<file path="config.mk">
export PLATFORM = sky130hd
export DESIGN_NAME = benes_route_sequencer
export DESIGN_NICKNAME = d
export VERILOG_FILES = /design/src/rtl/benes_route_sequencer_pkg.sv /design/src/rtl/benes_route_table.sv /design/src/rtl/benes_route_sequencer.sv
export SDC_FILE = /design/constraint.sdc
export NUM_CORES = 2
export LEC_CHECK = 0
export CAP_MARGIN = 20
export CORE_MARGIN = 8
export CORE_UTILIZATION = 64
export CTS_BUF_LIST = sky130_fd_sc_hd__clkbuf_16
export DETAILED_ROUTE_END_ITERATION = 16
export DONT_BUFFER_PORTS = 1
export PLACE_DENSITY = 0.8
export SLEW_MARGIN = 20
export SYNTH_ARGS = -nofsm -noshare
export SYNTH_HDL_FRONTEND = slang
export SYNTH_SLANG_ARGS = --single-unit
export TNS_END_PERCENT = 30
</file>
<file path="constraint.sdc">
create_clock -name clk -period 3.66 [get_ports clk]
set_input_delay 0.549 -clock clk [delete_from_list [all_inputs] [get_ports clk]]
set_output_delay 0.549 -clock clk [all_outputs]
set_load 0.02 [all_outputs]
</file>
<file path="src/rtl/benes_route_sequencer_pkg.sv">
// Shared constants and types for the Benes route-control sequencer.
// Network geometry, permutation table sizing and the route request record.
package benes_route_sequencer_pkg;

    localparam int unsigned SIZE       = 32;
    localparam int unsigned SWITCH_NUM = SIZE / 2;
    localparam int unsigned LOG_SIZE   = $clog2(SIZE);
    localparam int unsigned STAGE_NUM  = 2 * LOG_SIZE - 1;
    localparam int unsigned CFG_DEPTH  = 8;
    localparam int unsigned ID_W       = $clog2(CFG_DEPTH);
    localparam int unsigned CYCLES     = 2;
    localparam int unsigned STAGE_W    = 4;

    typedef enum logic {
        NET_MODULE = 1'b0,
        NET_SLOT   = 1'b1
    } net_e;

    typedef struct packed {
        logic [ID_W-1:0] mod_id;
        logic [ID_W-1:0] slot_id;
    } RouteReq;

    function automatic logic stage_in_range(input logic [STAGE_W-1:0] stage);
        return 32'(stage) < STAGE_NUM;
    endfunction

    // Table ID a route uses in the given network.
    function automatic logic [ID_W-1:0] route_id(input RouteReq r, input logic net);
        return (net_e'(net) == NET_SLOT) ? r.slot_id : r.mod_id;
    endfunction

endpackage

</file>
<file path="src/rtl/benes_route_table.sv">
// Dual-network switch-setting register file: one write port, one read port per stage.
// Out-of-range stage writes are dropped here as well as by the caller.
module benes_route_table
    import benes_route_sequencer_pkg::*;
(
    input  logic                  clk,
    input  logic                  rst_n,
    input  logic                  wr_en_i,
    input  logic                  wr_net_i,
    input  logic [ID_W-1:0]       wr_id_i,
    input  logic [STAGE_W-1:0]    wr_stage_i,
    input  logic [SWITCH_NUM-1:0] wr_data_i,
    input  logic [ID_W-1:0]       rd_mod_id_i   [STAGE_NUM],
    input  logic [ID_W-1:0]       rd_slot_id_i  [STAGE_NUM],
    output logic [SWITCH_NUM-1:0] rd_mod_data_o [STAGE_NUM],
    output logic [SWITCH_NUM-1:0] rd_slot_data_o[STAGE_NUM]
);

    logic [SWITCH_NUM-1:0] tbl_q [2][CFG_DEPTH][STAGE_NUM];

    always_ff @(posedge clk or negedge rst_n) begin
        if (!rst_n) begin
            tbl_q <= '{default: '0};
        end else if (wr_en_i && stage_in_range(wr_stage_i)) begin
            tbl_q[wr_net_i][wr_id_i][wr_stage_i] <= wr_data_i;
        end
    end

    for (genvar g = 0; g < STAGE_NUM; g++) begin : g_rd
        assign rd_mod_data_o[g]  = tbl_q[0][rd_mod_id_i[g]][g];
        assign rd_slot_data_o[g] = tbl_q[1][rd_slot_id_i[g]][g];
    end

endmodule

</file>
<file path="src/rtl/benes_route_sequencer.sv">
// Route-control sequencer feeding per-stage switch settings to the Benes network,
// skewed one cycle per stage so each setting tracks the data through the pipe.
module benes_route_sequencer
    import benes_route_sequencer_pkg::*;
(
    input  logic                  clk,
    input  logic                  rst_n,
    input  logic                  cfg_wr_en,
    output logic                  cfg_wr_ready,
    input  logic                  cfg_wr_net,
    input  logic [ID_W-1:0]       cfg_wr_id,
    input  logic [STAGE_W-1:0]    cfg_wr_stage,
    input  logic [SWITCH_NUM-1:0] cfg_wr_data,
    output logic                  cfg_err,
    input  logic                  req_valid,
    output logic                  req_ready,
    input  logic [ID_W-1:0]       req_mod_id,
    input  logic [ID_W-1:0]       req_slot_id,
    input  logic                  flush,
    output logic [SWITCH_NUM-1:0] o_module_select [0:STAGE_NUM-1],
    output logic [SWITCH_NUM-1:0] o_slot_select   [0:STAGE_NUM-1],
    output logic [STAGE_NUM-1:0]  o_stage_valid,
    output logic                  o_launch,
    output logic                  o_busy
);

    localparam int unsigned     CNT_W    = (CYCLES > 1) ? $clog2(CYCLES) : 1;
    localparam logic [CNT_W-1:0] CNT_LOAD = CNT_W'(CYCLES - 1);

    logic [CNT_W-1:0]      cnt_q, cnt_d;
    RouteReq               iss_q, iss_d;
    RouteReq               req_in;
    RouteReq               stg_q [STAGE_NUM];
    RouteReq               stg_d [STAGE_NUM];
    logic [STAGE_NUM-1:0]  vld_q, vld_d;
    logic [STAGE_NUM-1:0]  stage_hit;
    logic                  launch_q;
    logic                  err_q;
    logic                  accept;
    logic                  stage_ok;
    logic                  hazard;
    logic                  tbl_wr;

    logic [ID_W-1:0]       rd_mod_id  [STAGE_NUM];
    logic [ID_W-1:0]       rd_slot_id [STAGE_NUM];
    logic [SWITCH_NUM-1:0] mod_rd     [STAGE_NUM];
    logic [SWITCH_NUM-1:0] slot_rd    [STAGE_NUM];
    logic [SWITCH_NUM-1:0] mod_sel_q  [STAGE_NUM];
    logic [SWITCH_NUM-1:0] slot_sel_q [STAGE_NUM];

    assign req_in    = '{mod_id: req_mod_id, slot_id: req_slot_id};
    assign req_ready = !flush && (cnt_q == '0);
    assign accept    = req_valid && req_ready;

    // An entry is locked while any live or just-accepted route references it.
    assign stage_ok     = stage_in_range(cfg_wr_stage);
    assign hazard       = (|stage_hit)
                        || ((cnt_q != '0) && (route_id(iss_q, cfg_wr_net) == cfg_wr_id))
                        || (accept && (route_id(req_in, cfg_wr_net) == cfg_wr_id));
    assign cfg_wr_ready = !stage_ok || !hazard;
    assign tbl_wr       = cfg_wr_en && cfg_wr_ready && stage_ok;

    always_comb begin
        cnt_d = cnt_q;
        iss_d = iss_q;
        if (flush) begin
            cnt_d = '0;
            iss_d = '0;
        end else if (accept) begin
            cnt_d = CNT_LOAD;
            iss_d = req_in;
        end else if (cnt_q != '0) begin
            cnt_d = cnt_q - 1'b1;
        end
    end

    always_ff @(posedge clk or negedge rst_n) begin
        if (!rst_n) begin
            cnt_q    <= '0;
            iss_q    <= '0;
            stg_q    <= '{default: '0};
            vld_q    <= '0;
            launch_q <= 1'b0;
            err_q    <= 1'b0;
        end else begin
            cnt_q    <= cnt_d;
            iss_q    <= iss_d;
            stg_q    <= stg_d;
            vld_q    <= vld_d;
            launch_q <= accept;
            if (cfg_wr_en && !stage_ok) begin
                err_q <= 1'b1;
            end
        end
    end

    // Select registers are loaded from the next-state pipe so they line up with vld_q.
    for (genvar g = 0; g < STAGE_NUM; g++) begin : g_stage
        if (g == 0) begin : g_head
            assign stg_d[g] = accept ? req_in : iss_q;
            assign vld_d[g] = !flush && (accept || (cnt_q != '0));
        end else begin : g_tail
            assign stg_d[g] = stg_q[g-1];
            assign vld_d[g] = !flush && vld_q[g-1];
        end

        assign rd_mod_id[g]  = stg_d[g].mod_id;
        assign rd_slot_id[g] = stg_d[g].slot_id;
        assign stage_hit[g]  = vld_q[g] && (route_id(stg_q[g], cfg_wr_net) == cfg_wr_id);

        always_ff @(posedge clk or negedge rst_n) begin
            if (!rst_n) begin
                mod_sel_q[g]  <= '0;
                slot_sel_q[g] <= '0;
            end else begin
                mod_sel_q[g]  <= vld_d[g] ? mod_rd[g]  : '0;
                slot_sel_q[g] <= vld_d[g] ? slot_rd[g] : '0;
            end
        end

        assign o_module_select[g] = mod_sel_q[g];
        assign o_slot_select[g]   = slot_sel_q[g];
    end

    benes_route_table u_table (
        .clk            (clk),
        .rst_n          (rst_n),
        .wr_en_i        (tbl_wr),
        .wr_net_i       (cfg_wr_net),
        .wr_id_i        (cfg_wr_id),
        .wr_stage_i     (cfg_wr_stage),
        .wr_data_i      (cfg_wr_data),
        .rd_mod_id_i    (rd_mod_id),
        .rd_slot_id_i   (rd_slot_id),
        .rd_mod_data_o  (mod_rd),
        .rd_slot_data_o (slot_rd)
    );

    assign o_stage_valid = vld_q;
    assign o_launch      = launch_q;
    assign o_busy        = (|vld_q) || (cnt_q != '0);
    assign cfg_err       = err_q;

endmodule

</file>
### Yosys cells after proc, flatten, opt, wreduce, memory -nomap -nowiden

Cells that the tools add are included.

| storage, ports and cells | value |
|---|---|
| flip-flop bits (word level) | 2664 |
| output and inout port bits | 302 |
| word-level logic and storage cells | 379 |

| operators by class | value |
|---|---|
| $add $sub $neg | 1 |
| magnitude comparators | 25 |
| equal/unequal tests | 11 |
| muxes and demuxes | 95 |
| bitwise logic cells | 22 |
| reduce and logical (&&, ||, !) cells | 39 |

Operator list:

| operator | count |
|---|---|
| $bmux W144 S3 | 18 |
| $bwmux W2304 | 1 |
| $demux W1152 S1 | 1 |
| $mux W1152 | 1 |
| $mux W144 | 5 |
| $mux W128 | 4 |
| $mux W112 | 4 |
| $demux W144 S3 | 1 |
| $mux W96 | 4 |
| $mux W16 | 23 |
| $mux W80 | 4 |
| $mux W64 | 4 |
| $mux W48 | 4 |
| $mux W32 | 4 |
| $ge A4 B4 Y1 const B | 19 |
| $not A3 Y4 | 19 |
| $demux W16 S4 | 1 |
| $eq A3 B3 Y1 | 11 |
| $mux W3 | 11 |
| $logic_and A1 B1 Y1 | 29 |
| $reduce_or A9 Y1 | 2 |
| $mux W6 | 2 |
| $ge A5 B5 Y1 const B | 1 |
| $logic_or A1 B1 Y1 | 5 |
| other kinds (11) | 15 |

### Depth between registers and ports, before layout

| logic depth | value |
|---|---|
| word-level depth | 11 |
| depth in mapped cells | 13 |
| mapped depth without buffers | 8 |

### Modules after synthesis

From an unflattened synthesis, not the netlist that was laid out.

| second synthesis, totals | value |
|---|---|
| cells, all modules | 7087 |
| area total of the unflattened synthesis | 117013.5 um^2 |

By module, submodules not included:

| module | times used | cells each | area an instance (um^2) |
|---|---|---|---|
| benes_route_table | 1 | 6288 | 105058.3 |
| benes_route_sequencer | 1 | 799 | 11955.2 |

### Least setup slack after synthesis

OpenSTA, ideal clock, no wires.

| path | value |
|---|---|
| kind | in2out |
| start | input cfg_wr_net |
| end | output cfg_wr_ready |
| arrival | 2.742 ns |
| required time | 3.111 ns |
| slack | 0.369 ns |
| cell stages on the path | 11 |
| cell sequence | buf_4 > buf_8 > mux2i_1 > xor2_1 > nand4_1 > nand2_1 > or4_1 > buf_6 > buf_6 > buf_8 > o21ai_0 |

| between the ends | value |
|---|---|
| longest elaborated chain between the ends | 8 |

RTL lines:

| element | RTL line | RTL |
|---|---|---|
| start, declared | benes_route_sequencer.sv:10 | `input logic cfg_wr_net,` |
| $mux W3 | benes_route_sequencer_pkg.sv:30 | `return (net_e'(net) == NET_SLOT) ? r.slot_id : r.mod_id;` |
| $eq A3 B3 Y1 | benes_route_sequencer.sv:109 | `assign stage_hit[g] = vld_q[g] && (route_id(stg_q[g], cfg_wr_net) == cfg_wr_id);` |
| $logic_and A1 B1 Y1 | benes_route_sequencer.sv:109 |  |
| $reduce_or A9 Y1 | benes_route_sequencer.sv:57 | `assign hazard = (\|stage_hit)` |
| $logic_or A1 B1 Y1 | benes_route_sequencer.sv:58 | `\|\| ((cnt_q != '0) && (route_id(iss_q, cfg_wr_net) == cfg_wr_id))` |
| $logic_or A1 B1 Y1 (*) | benes_route_sequencer.sv:59 | `\|\| (accept && (route_id(req_in, cfg_wr_net) == cfg_wr_id));` |
| $logic_not A1 Y1 (*) | benes_route_sequencer.sv:60 | `assign cfg_wr_ready = !stage_ok \|\| !hazard;` |
| $logic_or A1 B1 Y1 (*) | benes_route_sequencer.sv:60 |  |
| end, declared | benes_route_sequencer.sv:9 | `output logic cfg_wr_ready,` |

Mark *: on every way between the ends. The rest lies on a longest branch, timed or not.

### Worst setup path in the final report

| path | value |
|---|---|
| start | register stg_q (netlist bit rd_mod_id[5]) |
| end | output cfg_wr_ready |

| between the ends | value |
|---|---|
| longest elaborated chain between the ends | 8 |

RTL lines:

| element | RTL line | RTL |
|---|---|---|
| start, declared | benes_route_sequencer.sv:33 | `RouteReq stg_q [STAGE_NUM];` |
| start signal, assigned | benes_route_sequencer.sv:88 | `stg_q <= stg_d;` |
| $mux W3 | benes_route_sequencer_pkg.sv:30 |  |
| $eq A3 B3 Y1 | benes_route_sequencer.sv:109 |  |
| $logic_and A1 B1 Y1 | benes_route_sequencer.sv:109 |  |
| $reduce_or A9 Y1 | benes_route_sequencer.sv:57 |  |
| $logic_or A1 B1 Y1 | benes_route_sequencer.sv:58 |  |
| $logic_or A1 B1 Y1 | benes_route_sequencer.sv:59 |  |
| $logic_not A1 Y1 | benes_route_sequencer.sv:60 |  |
| $logic_or A1 B1 Y1 | benes_route_sequencer.sv:60 |  |

No other way between the ends.

==> reports/qor.yml <==
status: "finished, final reports clean"
num_rows: 157
power_frac_comb_pct: 7.8
avgRoutedWirePerCell_um: 29.9
finalSetupViolCount: 0
drcViolationCount: 0
finish.utilization_pct: 71.4
area_growth_pct: 10.8
synth_seq_cells: 2664
startpoint_type: "register"
synthTopCellsByArea: "dfrtp_1, mux2_2, mux4_2, mux2_1, mux2i_1"
crit_path_max_fanout: 12
syn-num-nets: 7644
die_y_um: 445
vias_per_cell: 6.52
syn_area_sq_um: 118000
finalSetupTns_ns: 0
synth.avg_cell_area_sq_um: 15.5
nFillCells: 11376
io_buffer_count: 0
power_density_nw_per_um2: 489
period_share_pct: 99.7
slew_violations: 0
start_util_pct: 64.5
hold_path.class: "input port to register"
place_congestion: 0.845
seq_power_share_pct: 49.2
ff_latch_area_sq_um: 66700
period_needed_ns: 3.65
antenna_found_initial: 28
grt_pass1_wl_um: 469000
tritoncts: "yes"
cap_violations: 0
cts.sinks: 2664
grtUsageTotal_pct: 31.2
first_pass_iters: 6
timing_worst_setup_path_type: "register to output port"
seq_area_frac_synth_pct: 56.5
power.share.clock_pct: 43.0
switchingPower_mw: 15.1
rsz0062_at_grt: "yes"
arrival_ns: 3.10
skew_ns: 0.0419
max_freq_mhz: 274
worstMarginPinSlew_ns: 1.09
cts_buffer_depth: 4
worstSetupEndpointType: "output port"
clkSlewWorstSetupHoldPaths_ns: 0.06
dpl.hpwl_um: 184000
irDropWorstVdd_mv: 0.389
finalPower_mw: 63.9
grt_max_degree: 145
drive_above_1_share_pct: 42.0
pin_count: 337
core_area_sq_um: 183000
yosysUniqueCellTypes: 31
yosys_warnings: 0
cp.required_ns: 3.11
die_area_sq_um: 198000
synthesis.instances: 7609
die_w_um: 445
drtAntennaViolNets: 0
grt_pass1_vias: 72469
insertion_delay_ns: 0.96
drt_iter0_drc: 6470
hold_viol_final: 0
cts_root_buffer: "clkbuf_16"
dp_cells: 9735
slew_headroom_pct: 27.0
worst_hold_slack_ns: 0.0559
sw_frac_of_total_pct: 23.6
wl_um: 308000
synth_top_area_share_pct: 56.5
cts_buffers: 289
via_count: 67018
grt-ovfl-total: 0
final_cells: 10278
synth_top_area_cell: "dfrtp_1"
htree_levels: 5
p_leak_nw: 61.6
p_int_mw: 48.9
multi_input_area_sq_um: 47600
nets: 7626
## through the flow
stage	setup slack [ns]	cell area (sq um)
6_report	0.0109	131000
5_1_grt	-0.0590	131000
4_1_cts	-0.0880	131000
3_5_place_dp	0.0840	121000
3_3_place_gp	0.0332	121000
2_1_floorplan	0.369	118000
## cells in the final DEF (no fill, tap or decap), drive strengths merged
cell type and n:
a311oi 32, a31oi 32, and3 32, buf 402
bufbuf 1, bufinv 18, clkbuf 301, clkinv 97
clkinvlp 8, dfrtp 2664, diode 20, dlygate4sd3 9
inv 86, mux2 2304, mux2i 295, mux4 512
nand2 327, nand2b 14, nand3 146, nand4 11
nor2 307, nor3 89, nor3b 2, nor4 67
o21ai 1, o21bai 2, o31ai 1, or4 1
xor2 33
## final timing paths
path | from | endpoint | slack (ns) | cells past startpoint
min in group asynchronous | rst_n | u_table.tbl_q[1207] | 0.29 | 2
max in group asynchronous | rst_n | rd_slot_id[1] | 2.05 | 3
max | rd_mod_id[5] | cfg_wr_ready | 0.01 | 7
min | req_valid | o_launch | 0.06 | 2
max reg2reg | cnt_q | o_slot_select[143] | 0.27 | 8
min reg2reg | u_table.tbl_q[796] | u_table.tbl_q[796] | 0.48 | 1
## power groups by stage
stage,combinational (mW),clock [mW],sequential (mW)
floorplan,3.29,0,31.7
global placement,4.30,0,31.9
detailed placement,4.45,0,32.0
CTS,5.03,27.9,31.4
global route,5.35,29.1,31.6
finish,4.99,27.5,31.5
## worst max-delay path, stage by stage (launching register included)
cell	delay (ns)
dfrtp_1	0.50
mux2i_1	0.14
xor2_1	0.15
nand4_1	0.28
nand3_4	0.45
o21ai_4	0.36
buf_6	0.14
buf_6	0.11
## area by class of cell
| type | instances | share of cell area (%) |
|---|---|---|
| clock inverters | 193 | 0.974 |
| diodes | 20 | 0.0383 |
| multi-input cells | 4208 | 36.4 |
| well taps | 2464 | 2.36 |
| inverters | 16 | 0.0459 |
| clock buffers | 301 | 5.76 |
| repair buffers | 412 | 3.39 |
| flip-flops and latches | 2664 | 51.0 |
## cells in the mapped netlist, drive strengths merged
| master | number |
|---|---|
| nand2 | 327 |
| a31oi | 32 |
| clkbuf | 448 |
| nor3 | 89 |
| dfrtp | 2664 |
| xor2 | 33 |
| nand3 | 146 |
| nand2b | 14 |
| nor3b | 2 |
| buf | 273 |
| mux2 | 2304 |
| o21bai | 2 |
| and3 | 32 |
| o21ai | 1 |
| inv | 16 |
| mux4 | 512 |
| a311oi | 32 |
| nand4 | 11 |
| nor4 | 67 |
| nor2 | 307 |
| o31ai | 1 |
| mux2i | 295 |
| or4 | 1 |
## registers in the layout, summed over array words and instances, names as in the netlist
name and flops:
u_table.tbl_q 2304, o_module_select 144, o_slot_select 144, rd_mod_id 24, rd_slot_id 24, o_stage_valid 9
iss_q 6, stg_q 6, cfg_err 1, cnt_q 1, o_launch 1
## per-layer routing
metal	global-route usage (%)	wire [um]
met1	43.9	128000
met2	47.9	143000
met3	7.07	22900
met4	12.7	13600
met5	0	50
## what timing repair did
| item | in CTS | in global routing |
|---|---|---|
| endpoints found under the setup margin | 1 | 1 |
| hold endpoints to repair | 2392 | 0 |
| setup buffers | 4 | 0 |
| pin swaps | 6 | 4 |
| cloned | 1 | 0 |
| resized for setup | 7 | 1 |
| hold buffers | 25 | 0 |
## cell families after synthesis
family,count (synthesis),synth area share [%]
XOR/XNOR,33,0.245
multiplexers,3111,34.3
buffers and inverters,737,3.32
flip-flops,2664,56.5
AND/OR/NAND/NOR,996,5.27
AO/OA/AOI/OAI,68,0.430
No activity file was read; power rests on OpenSTA's default activity.
